**src/rtl/exu_muldiv_pkg.sv**
```systemverilog
// exu_muldiv_pkg: shared types and helpers for the iterative RV32M multiply/divide unit.
//   md_op_e    - operation codes, equal to the RV32M funct3 values
//   md_state_e - unit FSM states
//   XLEN_DEF   - default operand width
//   src1_signed / src2_signed - which operands an op treats as two's complement
package exu_muldiv_pkg;

   localparam int XLEN_DEF = 32;

   typedef enum logic [2:0] {
      MD_MUL    = 3'd0,
      MD_MULH   = 3'd1,
      MD_MULHSU = 3'd2,
      MD_MULHU  = 3'd3,
      MD_DIV    = 3'd4,
      MD_DIVU   = 3'd5,
      MD_REM    = 3'd6,
      MD_REMU   = 3'd7
   } md_op_e;

   typedef enum logic [1:0] {
      ST_IDLE = 2'd0,
      ST_BUSY = 2'd1,
      ST_DONE = 2'd2
   } md_state_e;

   // MUL follows MULH's sign rule; only its low word is returned, which is
   // identical for signed and unsigned products anyway.
   function automatic logic src1_signed(input md_op_e op);
      return op inside {MD_MUL, MD_MULH, MD_MULHSU, MD_DIV, MD_REM};
   endfunction

   function automatic logic src2_signed(input md_op_e op);
      return op inside {MD_MUL, MD_MULH, MD_DIV, MD_REM};
   endfunction

endpackage

```
**src/rtl/exu_muldiv_if.sv**
```systemverilog
// exu_muldiv_if: request/result handshake bundle between the issuing stage
// and the multiply/divide unit.
//   i_valid/o_ready/i_op/i_src1/i_src2 - request channel
//   i_flush                            - abort any in-flight op
//   o_valid/i_ready/o_result           - result channel
//   o_busy                             - unit holds an op (BUSY or DONE)
// slave = the unit, master = the requester/consumer.
interface exu_muldiv_if #(
   parameter int XLEN = exu_muldiv_pkg::XLEN_DEF
);
   logic            i_valid;
   logic            o_ready;
   logic [2:0]      i_op;
   logic [XLEN-1:0] i_src1;
   logic [XLEN-1:0] i_src2;
   logic            i_flush;
   logic            o_valid;
   logic            i_ready;
   logic [XLEN-1:0] o_result;
   logic            o_busy;

   modport slave (
      input  i_valid, i_op, i_src1, i_src2, i_flush, i_ready,
      output o_ready, o_valid, o_result, o_busy
   );

   modport master (
      output i_valid, i_op, i_src1, i_src2, i_flush, i_ready,
      input  o_ready, o_valid, o_result, o_busy
   );
endinterface

```
**src/rtl/exu_muldiv.sv**
```systemverilog
// exu_muldiv: iterative RV32M multiply/divide unit.
//   i_clk - rising-edge clock
//   i_rst - synchronous active-high reset
//   md    - exu_muldiv_if.slave handshake bundle (request, flush, result, busy)
// Radix-2 shift-add multiply and restoring divide, one bit per cycle, on
// operand magnitudes; the sign is applied once on the finalize edge.
// Normal ops: accept edge, XLEN iteration edges, one finalize edge.
// Divide-by-zero and signed overflow resolve on the accept edge.
module exu_muldiv
   import exu_muldiv_pkg::*;
#(
   parameter int XLEN = XLEN_DEF
) (
   input  logic        i_clk,
   input  logic        i_rst,
   exu_muldiv_if.slave md
);

   localparam int CNT_W = $clog2(XLEN) + 1;

   md_state_e         state;
   logic [CNT_W-1:0]  cnt;
   md_op_e            op_q;
   logic              neg_q;
   logic              valid_q;
   logic [XLEN-1:0]   result_q;

   // Shared datapath. Multiply: acc = product, mcand = shifting multiplicand,
   // mplier = shifting multiplier. Divide: acc = {rem, quo}, with the
   // dividend shifted in from the low half; mcand[XLEN-1:0] = divisor.
   logic [2*XLEN-1:0] acc;
   logic [2*XLEN-1:0] mcand;
   logic [XLEN-1:0]   mplier;

   // ---------------- request decode ----------------
   md_op_e          op_in;
   logic            s1, s2, neg_in;
   logic [XLEN-1:0] mag1, mag2;
   logic            div_zero, div_ovf, ready_c, accept;

   assign op_in   = md_op_e'(md.i_op);
   assign s1      = src1_signed(op_in) & md.i_src1[XLEN-1];
   assign s2      = src2_signed(op_in) & md.i_src2[XLEN-1];
   assign mag1    = s1 ? (~md.i_src1 + 1'b1) : md.i_src1;
   assign mag2    = s2 ? (~md.i_src2 + 1'b1) : md.i_src2;
   // Remainder takes the dividend's sign; everything else the xor.
   assign neg_in  = (op_in == MD_REM) ? s1 : (s1 ^ s2);

   assign div_zero = md.i_op[2] && (md.i_src2 == '0);
   assign div_ovf  = ((op_in == MD_DIV) || (op_in == MD_REM)) &&
                     (md.i_src1 == {1'b1, {(XLEN-1){1'b0}}}) &&
                     (md.i_src2 == '1);

   assign ready_c = (state == ST_IDLE) & ~md.i_flush & ~i_rst;
   assign accept  = md.i_valid & ready_c;

   // ---------------- divide step ----------------
   // Shifted partial remainder needs XLEN+1 bits; one extra bit in the trial
   // acts as the borrow. A restored remainder is always below the divisor,
   // so it fits back into XLEN bits.
   logic [XLEN:0]     rem_sh;
   logic [XLEN+1:0]   trial;
   logic [2*XLEN-1:0] div_next;
   logic              unused_bits;

   assign rem_sh   = acc[2*XLEN-1:XLEN-1];
   assign trial    = {1'b0, rem_sh} - {2'b00, mcand[XLEN-1:0]};
   assign div_next = trial[XLEN+1] ? {rem_sh[XLEN-1:0], acc[XLEN-2:0], 1'b0}
                                   : {trial[XLEN-1:0],  acc[XLEN-2:0], 1'b1};
   assign unused_bits = ^{rem_sh[XLEN], trial[XLEN]};

   // ---------------- finalize ----------------
   function automatic logic [2*XLEN-1:0] cneg(input logic [2*XLEN-1:0] v, input logic n);
      return n ? (~v + 1'b1) : v;
   endfunction

   logic [2*XLEN-1:0] fin_src, fin;
   logic [XLEN-1:0]   fin_word;

   // Divide results are zero-extended before negation; the low word of the
   // 2*XLEN negate equals the XLEN negate.
   assign fin_src  = !op_q[2] ? acc
                   : (op_q[1] ? {{XLEN{1'b0}}, acc[2*XLEN-1:XLEN]}
                              : {{XLEN{1'b0}}, acc[XLEN-1:0]});
   assign fin      = cneg(fin_src, neg_q);
   assign fin_word = (op_q[2] || (op_q == MD_MUL)) ? fin[XLEN-1:0] : fin[2*XLEN-1:XLEN];

   // ---------------- FSM ----------------
   always_ff @(posedge i_clk) begin
      if (i_rst) begin
         state    <= ST_IDLE;
         cnt      <= '0;
         op_q     <= MD_MUL;
         neg_q    <= 1'b0;
         valid_q  <= 1'b0;
         result_q <= '0;
         acc      <= '0;
         mcand    <= '0;
         mplier   <= '0;
      end else if (md.i_flush) begin
         state   <= ST_IDLE;
         cnt     <= '0;
         valid_q <= 1'b0;
      end else begin
         case (state)
            ST_IDLE: begin
               if (accept) begin
                  op_q  <= op_in;
                  neg_q <= neg_in;
                  if (div_zero) begin
                     result_q <= md.i_op[1] ? md.i_src1 : '1;
                     valid_q  <= 1'b1;
                     state    <= ST_DONE;
                  end else if (div_ovf) begin
                     result_q <= md.i_op[1] ? '0 : md.i_src1;
                     valid_q  <= 1'b1;
                     state    <= ST_DONE;
                  end else begin
                     cnt   <= CNT_W'(XLEN);
                     state <= ST_BUSY;
                     if (md.i_op[2]) begin
                        acc   <= {{XLEN{1'b0}}, mag1};
                        mcand <= {{XLEN{1'b0}}, mag2};
                     end else begin
                        acc    <= '0;
                        mcand  <= {{XLEN{1'b0}}, mag1};
                        mplier <= mag2;
                     end
                  end
               end
            end
            ST_BUSY: begin
               if (cnt != '0) begin
                  cnt <= cnt - CNT_W'(1);
                  if (op_q[2]) begin
                     acc <= div_next;
                  end else begin
                     if (mplier[0]) acc <= acc + mcand;
                     mcand  <= mcand << 1;
                     mplier <= mplier >> 1;
                  end
               end else begin
                  result_q <= fin_word;
                  valid_q  <= 1'b1;
                  state    <= ST_DONE;
               end
            end
            ST_DONE: begin
               if (md.i_ready) begin
                  valid_q <= 1'b0;
                  state   <= ST_IDLE;
               end
            end
            default: state <= ST_IDLE;
         endcase
      end
   end

   assign md.o_ready  = ready_c;
   assign md.o_valid  = valid_q;
   assign md.o_result = result_q;
   assign md.o_busy   = (state != ST_IDLE);

endmodule

```
**src/flat_wrapper.sv**
```systemverilog
// flat-port wrapper written by rule: the top's interface ports become plain ports
module exu_muldiv_flat import exu_muldiv_pkg::*;
#(
   parameter int XLEN = XLEN_DEF
)
  (i_clk, i_rst, md_i_valid, md_i_op, md_i_src1, md_i_src2, md_i_flush, md_i_ready, md_o_ready, md_o_valid, md_o_result, md_o_busy);
  exu_muldiv_if #(.XLEN(XLEN)) md_i ();
  input  logic i_clk;
  input  logic i_rst;
  input wire logic [$bits(md_i.i_valid)-1:0] md_i_valid;
  input wire logic [$bits(md_i.i_op)-1:0] md_i_op;
  input wire logic [$bits(md_i.i_src1)-1:0] md_i_src1;
  input wire logic [$bits(md_i.i_src2)-1:0] md_i_src2;
  input wire logic [$bits(md_i.i_flush)-1:0] md_i_flush;
  input wire logic [$bits(md_i.i_ready)-1:0] md_i_ready;
  output wire logic [$bits(md_i.o_ready)-1:0] md_o_ready;
  output wire logic [$bits(md_i.o_valid)-1:0] md_o_valid;
  output wire logic [$bits(md_i.o_result)-1:0] md_o_result;
  output wire logic [$bits(md_i.o_busy)-1:0] md_o_busy;
  assign md_i.i_valid = md_i_valid;
  assign md_i.i_op = md_i_op;
  assign md_i.i_src1 = md_i_src1;
  assign md_i.i_src2 = md_i_src2;
  assign md_i.i_flush = md_i_flush;
  assign md_i.i_ready = md_i_ready;
  assign md_o_ready = md_i.o_ready;
  assign md_o_valid = md_i.o_valid;
  assign md_o_result = md_i.o_result;
  assign md_o_busy = md_i.o_busy;
  exu_muldiv #(.XLEN(XLEN)) u_core (.i_clk(i_clk), .i_rst(i_rst), .md(md_i));
endmodule
```
**config.mk**
```make
export PLATFORM = sky130hd
export DESIGN_NAME = exu_muldiv_flat
export DESIGN_NICKNAME = d
export VERILOG_FILES = /design/src/rtl/exu_muldiv_pkg.sv /design/src/rtl/exu_muldiv_if.sv /design/src/rtl/exu_muldiv.sv /design/src/flat_wrapper.sv
export SDC_FILE = /design/constraint.sdc
export NUM_CORES = 1
export LEC_CHECK = 0
export CORE_UTILIZATION = 50
export DETAILED_ROUTE_END_ITERATION = 8
export PLACE_DENSITY_LB_ADDON = 0.05
export SLEW_MARGIN = 25
export SYNTH_ARGS = -nofsm -noshare
export SYNTH_HDL_FRONTEND = slang
export SYNTH_SLANG_ARGS = --single-unit
```
**constraint.sdc**
```tcl
create_clock -name i_clk -period 4.5 [get_ports i_clk]
set_input_delay 0.9 -clock i_clk [delete_from_list [all_inputs] [get_ports i_clk]]
set_output_delay 0.9 -clock i_clk [all_outputs]
set_load 0.02 [all_outputs]
```
## Word-level counts from Yosys, hierarchy flattened

Cells that the tools add are included.
Widths: inputs -> output; s select.

| cells by class | value |
|---|---|
| add/subtract/negate cells | 6 |
| equality and inequality tests | 18 |
| mux-type cells | 54 |
| bitwise gates (word level) | 11 |
| reduce and logical (&&, ||, !) cells | 24 |

Operators with widths:

| cell | count |
|---|---|
| $mux 64 | 14 |
| $mux 32 | 18 |
| $pmux 64 s2 | 2 |
| $pmux 32 s2 | 2 |
| $add 32x1->32 const B | 2 |
| $add 64x1->64 const B | 1 |
| $add 64x64->64 | 1 |
| $eq 32x32->1 const B | 2 |
| $not 32->32 | 2 |
| $not 64->64 | 1 |
| $sub 33x32->34 | 1 |
| $logic_not 32->1 | 1 |
| $mux 6 | 4 |
| $reduce_and 5->1 | 3 |
| $reduce_and 7->1 | 2 |
| $ne 2x2->1 const B | 6 |
| $pmux 6 s2 | 1 |
| $mux 2 | 5 |
| $reduce_and 8->1 | 1 |
| $eq 3x3->1 const B | 2 |
| $logic_not 3->1 | 2 |
| $mux 1 | 6 |
| $ne 3x1->1 const B | 2 |
| $pmux 2 s3 | 1 |
| other kinds (20) | 31 |

| word-level totals | value |
|---|---|
| register bits | 205 |
| input bits | 72 |
| logic and storage cells | 122 |

## Logic depth before layout (Yosys ltp)

Gate-level depths: netlist of run 1.

| logic depth | value |
|---|---|
| word-level depth | 9 |
| mapped depth | 18 |
| mapped depth without buffers | 14 |

## Worst setup path after synthesis of run 1

No wires, ideal clock.

| timing | value |
|---|---|
| kind | register -> register |
| start point | register u_core.op_q[1] |
| end point | register u_core.result_q[16], in the netlist u_core.md.o_result[16] |
| setup time | 0.065 ns |
| arrival time | 4.130 ns |
| required time | 4.435 ns |
| slack | 0.305 ns |
| cell stages (with the launch flop) | 18 |
| buffers on the path | 6 |
| period minus slack after synthesis | 4.195 ns |
| path through | dfxtp_1 and2_1 buf_2 buf_1 buf_1 buf_2 buf_1 mux2i_1 ha_1 o221a_2 nand4bb_1 clkbuf_1 nor3_1 a21oi_1 o21a_1 a2111oi_0 o22ai_1 nor2_1 |

| between the ends | value |
|---|---|
| cells in the longest elaborated chain, start to end | 8 |
| elaborated cells between the ends (all ways) | 10 |

Ends and longest elaborated chain:

| element | line | source |
|---|---|---|
| start, declared | exu_muldiv.sv:23 | `md_op_e op_q;` |
| start signal, assigned | exu_muldiv.sv:108 | `op_q <= op_in;` |
| $mux 32 | exu_muldiv.sv:83 | `: (op_q[1] ? {{XLEN{1'b0}}, acc[2*XLEN-1:XLEN]}` |
| $mux 64 | exu_muldiv.sv:82 | `assign fin_src = !op_q[2] ? acc` |
| $not 64->64 | exu_muldiv.sv:74 | `return n ? (~v + 1'b1) : v;` |
| $add 64x1->64 | exu_muldiv.sv:74 |  |
| $mux 64 | exu_muldiv.sv:74 |  |
| $mux 32 * | exu_muldiv.sv:86 | `assign fin_word = (op_q[2] \|\| (op_q == MD_MUL)) ? fin[XLEN-1:0] : fin[2*XLEN-1:XLEN];` |
| $mux 32 * | exu_muldiv.sv:133 | `if (cnt != '0) begin` |
| $pmux 32 s2 * | exu_muldiv.sv:105 | `case (state)` |
| end signal, assigned | exu_muldiv.sv:111 | `result_q <= md.i_op[1] ? md.i_src1 : '1;` |
| end signal, assigned | exu_muldiv.sv:115 | `result_q <= md.i_op[1] ? '0 : md.i_src1;` |
| end signal, assigned | exu_muldiv.sv:143 | `result_q <= fin_word;` |
| end, declared | exu_muldiv.sv:26 | `logic [XLEN-1:0] result_q;` |

Every way passes the cells marked *; elsewhere a longest branch is shown, timed or not. The select of a mux whose other input is x is not followed.
A chain may end at the register's enable or synchronous reset.

## Worst setup path after layout of run 1

| timing | value |
|---|---|
| start point | register u_core.mcand[0] |
| end point | register u_core.acc[62] |

| between the ends | value |
|---|---|
| cells in the longest elaborated chain, start to end | 5 |
| elaborated cells between the ends (all ways) | 7 |

Ends and longest elaborated chain:

| element | line | source |
|---|---|---|
| start, declared | exu_muldiv.sv:32 | `logic [2*XLEN-1:0] mcand;` |
| start signal, assigned | exu_muldiv.sv:123 | `mcand <= {{XLEN{1'b0}}, mag2};` |
| start signal, assigned | exu_muldiv.sv:126 | `mcand <= {{XLEN{1'b0}}, mag1};` |
| start signal, assigned | exu_muldiv.sv:139 | `mcand <= mcand << 1;` |
| $add 64x64->64 / $sub 33x32->34 (equally long branches) | exu_muldiv.sv:138, exu_muldiv.sv:67 |  |
| $mux 64 (on tied branches) | exu_muldiv.sv:138, exu_muldiv.sv:68 |  |
| $mux 64 * | exu_muldiv.sv:135 | `if (op_q[2]) begin` |
| $mux 64 * | exu_muldiv.sv:133 |  |
| $pmux 64 s2 * | exu_muldiv.sv:105 |  |
| end signal, assigned | exu_muldiv.sv:122 | `acc <= {{XLEN{1'b0}}, mag1};` |
| end signal, assigned | exu_muldiv.sv:136 | `acc <= div_next;` |
| end signal, assigned | exu_muldiv.sv:138 | `if (mplier[0]) acc <= acc + mcand;` |
| end, declared | exu_muldiv.sv:31 | `logic [2*XLEN-1:0] acc;` |

Marked as above.

==> results of run 1 <==
final timing paths:
| kind | end | start | slack, ns | cells after the start |
|---|---|---|---|---|
| worst max-delay path | u_core.acc[62] | u_core.mcand[0] | 0.27 | 13 |
| worst min-delay path | u_core.md.o_result[18] | u_core.md.o_result[18] | 0.46 | 2 |
| worst max register to register | u_core.acc[62] | u_core.mcand[0] | 0.27 | 13 |
| worst min register to register | u_core.md.o_result[18] | u_core.md.o_result[18] | 0.46 | 2 |
cells in the mapped netlist (10+ instances only):
library cell	n	area [sq um]
a221oi_1	20	175.2
buf_1	15	56.30
clkbuf_1	158	593.1
nand2_1	205	769.5
a21o_1	49	367.9
nor4_1	23	143.9
maj3_1	25	250.2
a22oi_1	51	382.9
and2_1	20	125.1
xnor2_1	98	858.3
ha_1	101	1264
mux2i_1	49	490.5
nand2b_1	20	125.1
inv_1	78	292.8
a211o_1	11	96.34
nand3_1	45	225.2
a311oi_1	12	105.1
o21ai_0	143	715.7
o31ai_1	27	202.7
o221ai_1	23	201.4
nor3_1	84	420.4
a211oi_1	161	1209
a221o_1	13	130.1
o21bai_1	12	90.09
o211ai_1	27	202.7
xor2_1	72	630.6
nor2_1	343	1287
nor2b_1	28	175.2
and3_1	11	68.82
a31oi_1	45	281.5
or3_1	10	62.56
buf_2	29	145.1
o21a_1	19	142.6
nand4_1	33	206.5
a21oi_1	233	1166
dfxtp_1	205	4104
critical path, stage by stage (launching register included):
cell       delay [ns]
dfxtp_1          0.48
ha_1             0.29
fa_1             0.29
a211oi_1         0.13
o21bai_1         0.25
a211oi_1         0.18
nor4_1           0.63
o2111ai_1        0.29
a211oi_1         0.36
buf_4            0.19
o21ai_1          0.13
a211o_1          0.39
o41a_1           0.43
nand4_1          0.10
metrics by stage:
step	setup WS (ns)	utilization	std cells	instance area (sq um)
6_report	0.2722	0.5868	3268	22310
5_1_grt	0.2198	0.5868	3268	22310
4_1_cts	0.4226	0.5868	3268	22310
3_5_place_dp	0.07017	0.5626	3220	21390
3_3_place_gp	0.1451	0.5626	3220	21390
2_1_floorplan	0.3048	-	2688	19490
state kept, by name, indices dropped and copies added (netlist names):
signal              cells
u_core.mcand           64
u_core.cnt              6
u_core.neg_q            1
u_core.md.o_valid       1
u_core.md.o_result     32
u_core.mplier          32
u_core.op_q             3
u_core.acc             64
u_core.state            2
report_power, final:
group / total (uW) / switching (uW) / internal [uW]
combinational: 1340 / 843 / 495
clock: 2250 / 930 / 1320
sequential: 1880 / 37.8 / 1850
total: 5470 / 1810 / 3660
routing by layer:
| metal | vias up | part of all wire | GRT usage |
|---|---|---|---|
| li1 | 10110 | - | - |
| met1 | 10470 | 0.43 | 0.5447 |
| met2 | 1156 | 0.42 | 0.5744 |
| met3 | 236 | 0.10 | 0.07426 |
| met4 | 0 | 0.053 | 0.1917 |
| met5 | - | 0 | 0 |
logic make-up after synthesis:
kind of cell	Yosys count	synth area share
muxes	55	0.02863
and+or+nand+nor	887	0.2149
adders and majority gates	128	0.07973
xor gates and xnor gates	170	0.07639
buffers and inverters	288	0.05855
DFF	205	0.2106
AOI/OAI and AO/OA	955	0.3312
final cells by class:
class	instances	area, sq um	share of cell area
Clock inverter	10	101.3	0.004543
Tap cell	511	639.4	0.02866
Sequential cell	205	4109	0.1842
Clock buffer	38	817.0	0.03662
Inverter	79	296.5	0.01329
Timing Repair Buffer	230	2063	0.09248
Multi-Input combinational cell	2195	14280	0.6402
==> out/results.ini, run 1 <==
[run_status]
status = finished clean

[yosys]
syn_inst = 2688
postSynthAreaPerCell_sq_um = 7.251
syn_area_sq_um = 19490
syn_nets = 2863
synth_cell_types = 96
synth_seq_cells = 205
synth_edf_count = 0
ys.flop_type = dfxtp_1
ys_async_sr_fraction = 0
ys_warn_count = 0
synth-seq-area-share = 0.2106

[cts]
post_cts_resize_count = 0
cts-root-buf = clkbuf_16
ctsHtreeMaxLevel = 1
cts_buffer_depth = 3
clkTransAtPathRegs_ns = 0.06
clock_latency_ns = 0.59
ctsHoldBuffers = 0
post_cts_buffers = 0
numCtsBuffers = 27
clock_sinks = 205
cts_tree = built

[floorplanning]
initial_core_util = 0.5126
die_area_sq_um = 39770
ioPinCount = 107
core_region_area_sq_um = 38020
dieWidth_um = 199.4
rows = 71
die_h_um = 199.4

[sta]
tightest_slew_ns = 1.068
finalCritPeriodShare = 0.9395
final_max_slew_viol_count = 0
rsz0062_at_grt = false
clock_skew_ns = 0.01401
hold_viol = 0
fin_crit_ns = 4.228
setup_tns_ns = 0
hold_slack_ns = 0.4591
slew-limit-headroom = 0.2878
setup_viol = 0
timing.fmax_ghz = 0.2365

[pwr]
finalPower_uw = 5472
p_leak_uw = 0.008533
ir_drop_mv = 0.3027
power.density_nw_per_um2 = 245.3

[setup_path]
worstSetupEndpointType = flop
critPathKind = flop to flop
cp-start-kind = flop
path_max_fanout = 4
critical_path_arrival_ns = 4.75
cp.required_ns = 5.02

[placement]
gp_congestion = 1.018
hpwl_mm = 61.74
port_buffers = 106

[global_route]
grt.overflow.total = 0
grt_pass1_wl_mm = 118.2
grt_pass1_vias = 19630
grt_max_degree = 93
grt_util_all_layers = 0.3915
antenna_found_initial = 1

[routing]
num_vias = 21970
avgRoutedWirePerCell_um = 24.58
vias_per_cell = 6.723
drcViolationCount = 0
dr.pass1.iters = 6
drtIter0Drc = 2601
postRouteAntennaNets = 0
finalWirelength_mm = 80.32

[finish]
final_cell_mix = 340 x nor2_1, 233 x a21oi_1, 204 x nand2_1, 203 x dfxtp_1, 161 x a211oi_1
drive_gt1_frac = 0.08052
antenna_cells = 0
final_common_cell = nor2_1
nNetsFinal = 2913
fillCellCount = 3713
area_growth_pct = 14.47

[run]
drv_cap = 0

[hold_path]
holdCritPathClass = flop to flop

(Power assumes the default switching activity.)
==> inputs of run 2 (changes only) <==
--- a/config.mk
+++ b/config.mk
@@ -5,9 +5,11 @@
 export SDC_FILE = /design/constraint.sdc
 export NUM_CORES = 1
 export LEC_CHECK = 0
+export CORE_ASPECT_RATIO = 1.25
 export CORE_UTILIZATION = 50
 export DETAILED_ROUTE_END_ITERATION = 8
 export PLACE_DENSITY_LB_ADDON = 0.05
+export REMOVE_ABC_BUFFERS = 1
 export SLEW_MARGIN = 25
 export SYNTH_ARGS = -nofsm -noshare
 export SYNTH_HDL_FRONTEND = slang
==> run 2 against run 1 <==
- critical path depth shrank 1
- clock skew grew 0.010 ns
- sequential share of layout area grew 0.073 points
- global-route usage shrank 1.6 points
- via count shrank 2.6%
- worst setup slack gained 0.020 ns
- power shrank 1.9%
- highest routed layer unchanged
- cell area shrank 0.39%
- maximum frequency grew 0.47%
- largest power group unchanged
- non-clock buffer count shrank 10
- utilization shrank 0.71 points
- flip-flop and latch count is the same
==> out/results.ini, run 2 (synthesis gave the netlist of run 1 again) <==
[run_status]
status = finished clean  ; unchanged

[setup_path]
worstSetupEndpointType = flop  ; unchanged
critPathKind = flop to flop  ; unchanged
critical_path_arrival_ns = 4.69  ; was 4.75 ns
path_max_fanout = 5  ; was 4
path_cells = ha_1 -> fa_1 -> a211oi_1 -> o21bai_1 -> a211oi_1 -> nor4_1 -> o2111ai_1 -> a211oi_1 -> o21ai_1 -> a211o_1 -> o41a_1 -> nand4_1  ; was ha_1 -> fa_1 -> a211oi_1 -> o21bai_1 -> a211oi_1 -> nor4_1 -> o2111ai_1 -> a211oi_1 -> buf_4 -> o21ai_1 -> a211o_1 -> o41a_1 -> nand4_1
path_common_cell = a211oi_1  ; unchanged
critPathSlowestCell = nor4_1  ; unchanged
cp.required_ns = 4.98  ; was 5.02 ns
crit_family = compound AO/OA/AOI/OAI gates  ; unchanged
max_stage_delay_ns = 0.68  ; was 0.63 ns
r2r_cells = 12  ; was 13
critical_path_depth = 12  ; was 13
critical_path_buf_inv_count = 0  ; was 1
cp-start-kind = flop  ; unchanged

[routing]
dr.pass1.iters = 5  ; was 6
avgRoutedWirePerCell_um = 23.60  ; was 24.58 um
drcViolationCount = 0  ; unchanged
finalWirelength_mm = 76.38  ; was 80.32 mm
vias_per_cell = 6.610  ; was 6.723
num_vias = 21400  ; was 21970
postRouteAntennaNets = 0  ; unchanged
drtIter0Drc = 1858  ; was 2601

[cts]
post_cts_buffers = 0  ; unchanged
ctsHtreeMaxLevel = 1  ; unchanged
clock_sinks = 205  ; unchanged
cts_buffer_depth = 3  ; unchanged
numCtsBuffers = 26  ; was 27
clock_latency_ns = 0.56  ; was 0.59 ns
cts_tree = built  ; unchanged
cts-root-buf = clkbuf_16  ; unchanged
post_cts_resize_count = 0  ; unchanged
ctsHoldBuffers = 0  ; unchanged
clkTransAtPathRegs_ns = 0.06  ; about the same

[sta]
finalCritPeriodShare = 0.9351  ; was 0.9395
rsz0062_at_grt = false  ; unchanged
hold_viol = 0  ; unchanged
hold_slack_ns = 0.4734  ; was 0.4591 ns
clock_skew_ns = 0.02431  ; was 0.01401 ns
tightest_slew_ns = 0.8380  ; was 1.068 ns
final_max_slew_viol_count = 0  ; unchanged
slew-limit-headroom = 0.4370  ; was 0.2878
setup_viol = 0  ; unchanged
timing.fmax_ghz = 0.2377  ; was 0.2365 GHz
fin_crit_ns = 4.208  ; was 4.228 ns

[global_route]
antenna_found_initial = 1  ; unchanged
grt_pass1_wl_mm = 115.1  ; was 118.2 mm
grt_max_degree = 132  ; was 93
grt_pass1_vias = 19660  ; was 19630
grt.overflow.total = 0  ; unchanged
grt_util_all_layers = 0.3751  ; was 0.3915

[floorplanning]
die_h_um = 222.7  ; was 199.4 um
initial_core_util = 0.5084  ; was 0.5126
die_area_sq_um = 39780  ; was 39770 sq um
ioPinCount = 107  ; unchanged
core_region_area_sq_um = 38340  ; was 38020 sq um
rows = 80  ; was 71
dieWidth_um = 178.6  ; was 199.4 um

[pwr]
pwr-share-seq = 0.352  ; was 0.344
power.density_nw_per_um2 = 241.5  ; was 245.3 nW/um^2
ir_drop_mv = 0.2554  ; was 0.3027 mV
finalPower_uw = 5367  ; was 5472 uW
clockPowerShare = 0.411  ; about the same
p_sw_uw = 1716  ; was 1811 uW
switching_share = 0.3197  ; was 0.3310
p_leak_uw = 0.008462  ; was 0.008533 uW
comb_power_share = 0.238  ; was 0.244
power.internal_uw = 3651  ; was 3661 uW

[finish]
instances_no_fill = 3237  ; was 3268
final_common_cell = nor2_1  ; unchanged
layout.area.seq_sq_um = 4109  ; unchanged
area_growth_pct = 14.02  ; was 14.47%
antenna_cells = 0  ; unchanged
nNetsFinal = 2902  ; was 2913
final_core_util = 0.5797  ; was 0.5868
top_regs = u_core.acc x64, u_core.mcand x64  ; unchanged
fillCellCount = 3732  ; was 3713
final_cell_mix = 340 x nor2_1, 233 x a21oi_1, 204 x nand2_1, 203 x dfxtp_1, 161 x a211oi_1  ; unchanged
drive_gt1_frac = 0.07505  ; was 0.08052
multi_input_area_sq_um = 14280  ; unchanged

[placement]
place_inst = 3191  ; was 3220
port_buffers = 106  ; unchanged
gp_congestion = 1.015  ; was 1.018
hpwl_mm = 58.69  ; was 61.74 mm

[run]
drv_cap = 0  ; unchanged

[hold_path]
min_path_cells = 2  ; unchanged
holdCritPathClass = flop to flop  ; unchanged

run 2: area by class of cell:
cell class,count,share of cell area
multi-input combinational,2195,0.6428
sequential,205,0.1849
timing repair buffer,220,0.09172
clock buffer,35,0.03311
tap,492,0.02770
inverter,79,0.01334
clock inverter,11,0.006475
run 2: power groups by stage:
stage | Combinational (uW) | Clock [uW] | Sequential (uW)
after floorplan | 740 | 0 | 1920
after global placement | 1230 | 0 | 1920
after detailed placement | 1230 | 0 | 1920
after CTS | 1240 | 2230 | 1890
after global routing | 1360 | 2290 | 1890
final | 1280 | 2200 | 1890
run 2: worst paths after layout:
| kind | from | to | slack, ns |
|---|---|---|---|
| max | u_core.acc[0] | u_core.acc[62] | 0.29 |
| min | u_core.md.o_result[13] | u_core.md.o_result[13] | 0.47 |
| max reg2reg | u_core.acc[0] | u_core.acc[62] | 0.29 |
| min reg2reg | u_core.md.o_result[13] | u_core.md.o_result[13] | 0.47 |
run 2: tightest hold or removal path: stages (launching register included):
cell and delay, ns:
dfxtp_1 0.31, nand2_1 0.05, a31oi_1 0.06
run 2: metal layers:
layer,vias to the layer above,global-route usage,share of wire
met5,-,0,0
met4,0,0.1884,0.055
met3,190,0.03782,0.072
met2,933,0.6234,0.46
met1,10180,0.4770,0.41
li1,10100,-,-
run 2: metrics by stage:
| step | setup TNS [ns] | area, sq um | worst slack (ns) |
|---|---|---|---|
| 3_5_place_dp | 0 | 21340 | 0.1778 |
| 3_3_place_gp | 0 | 21340 | 0.2924 |
| 4_1_cts | 0 | 22220 | 0.3808 |
| 2_1_floorplan | -283.79 | 18650 | -3.055 |
| 6_report | 0 | 22220 | 0.2922 |
| 5_1_grt | 0 | 22220 | 0.1392 |
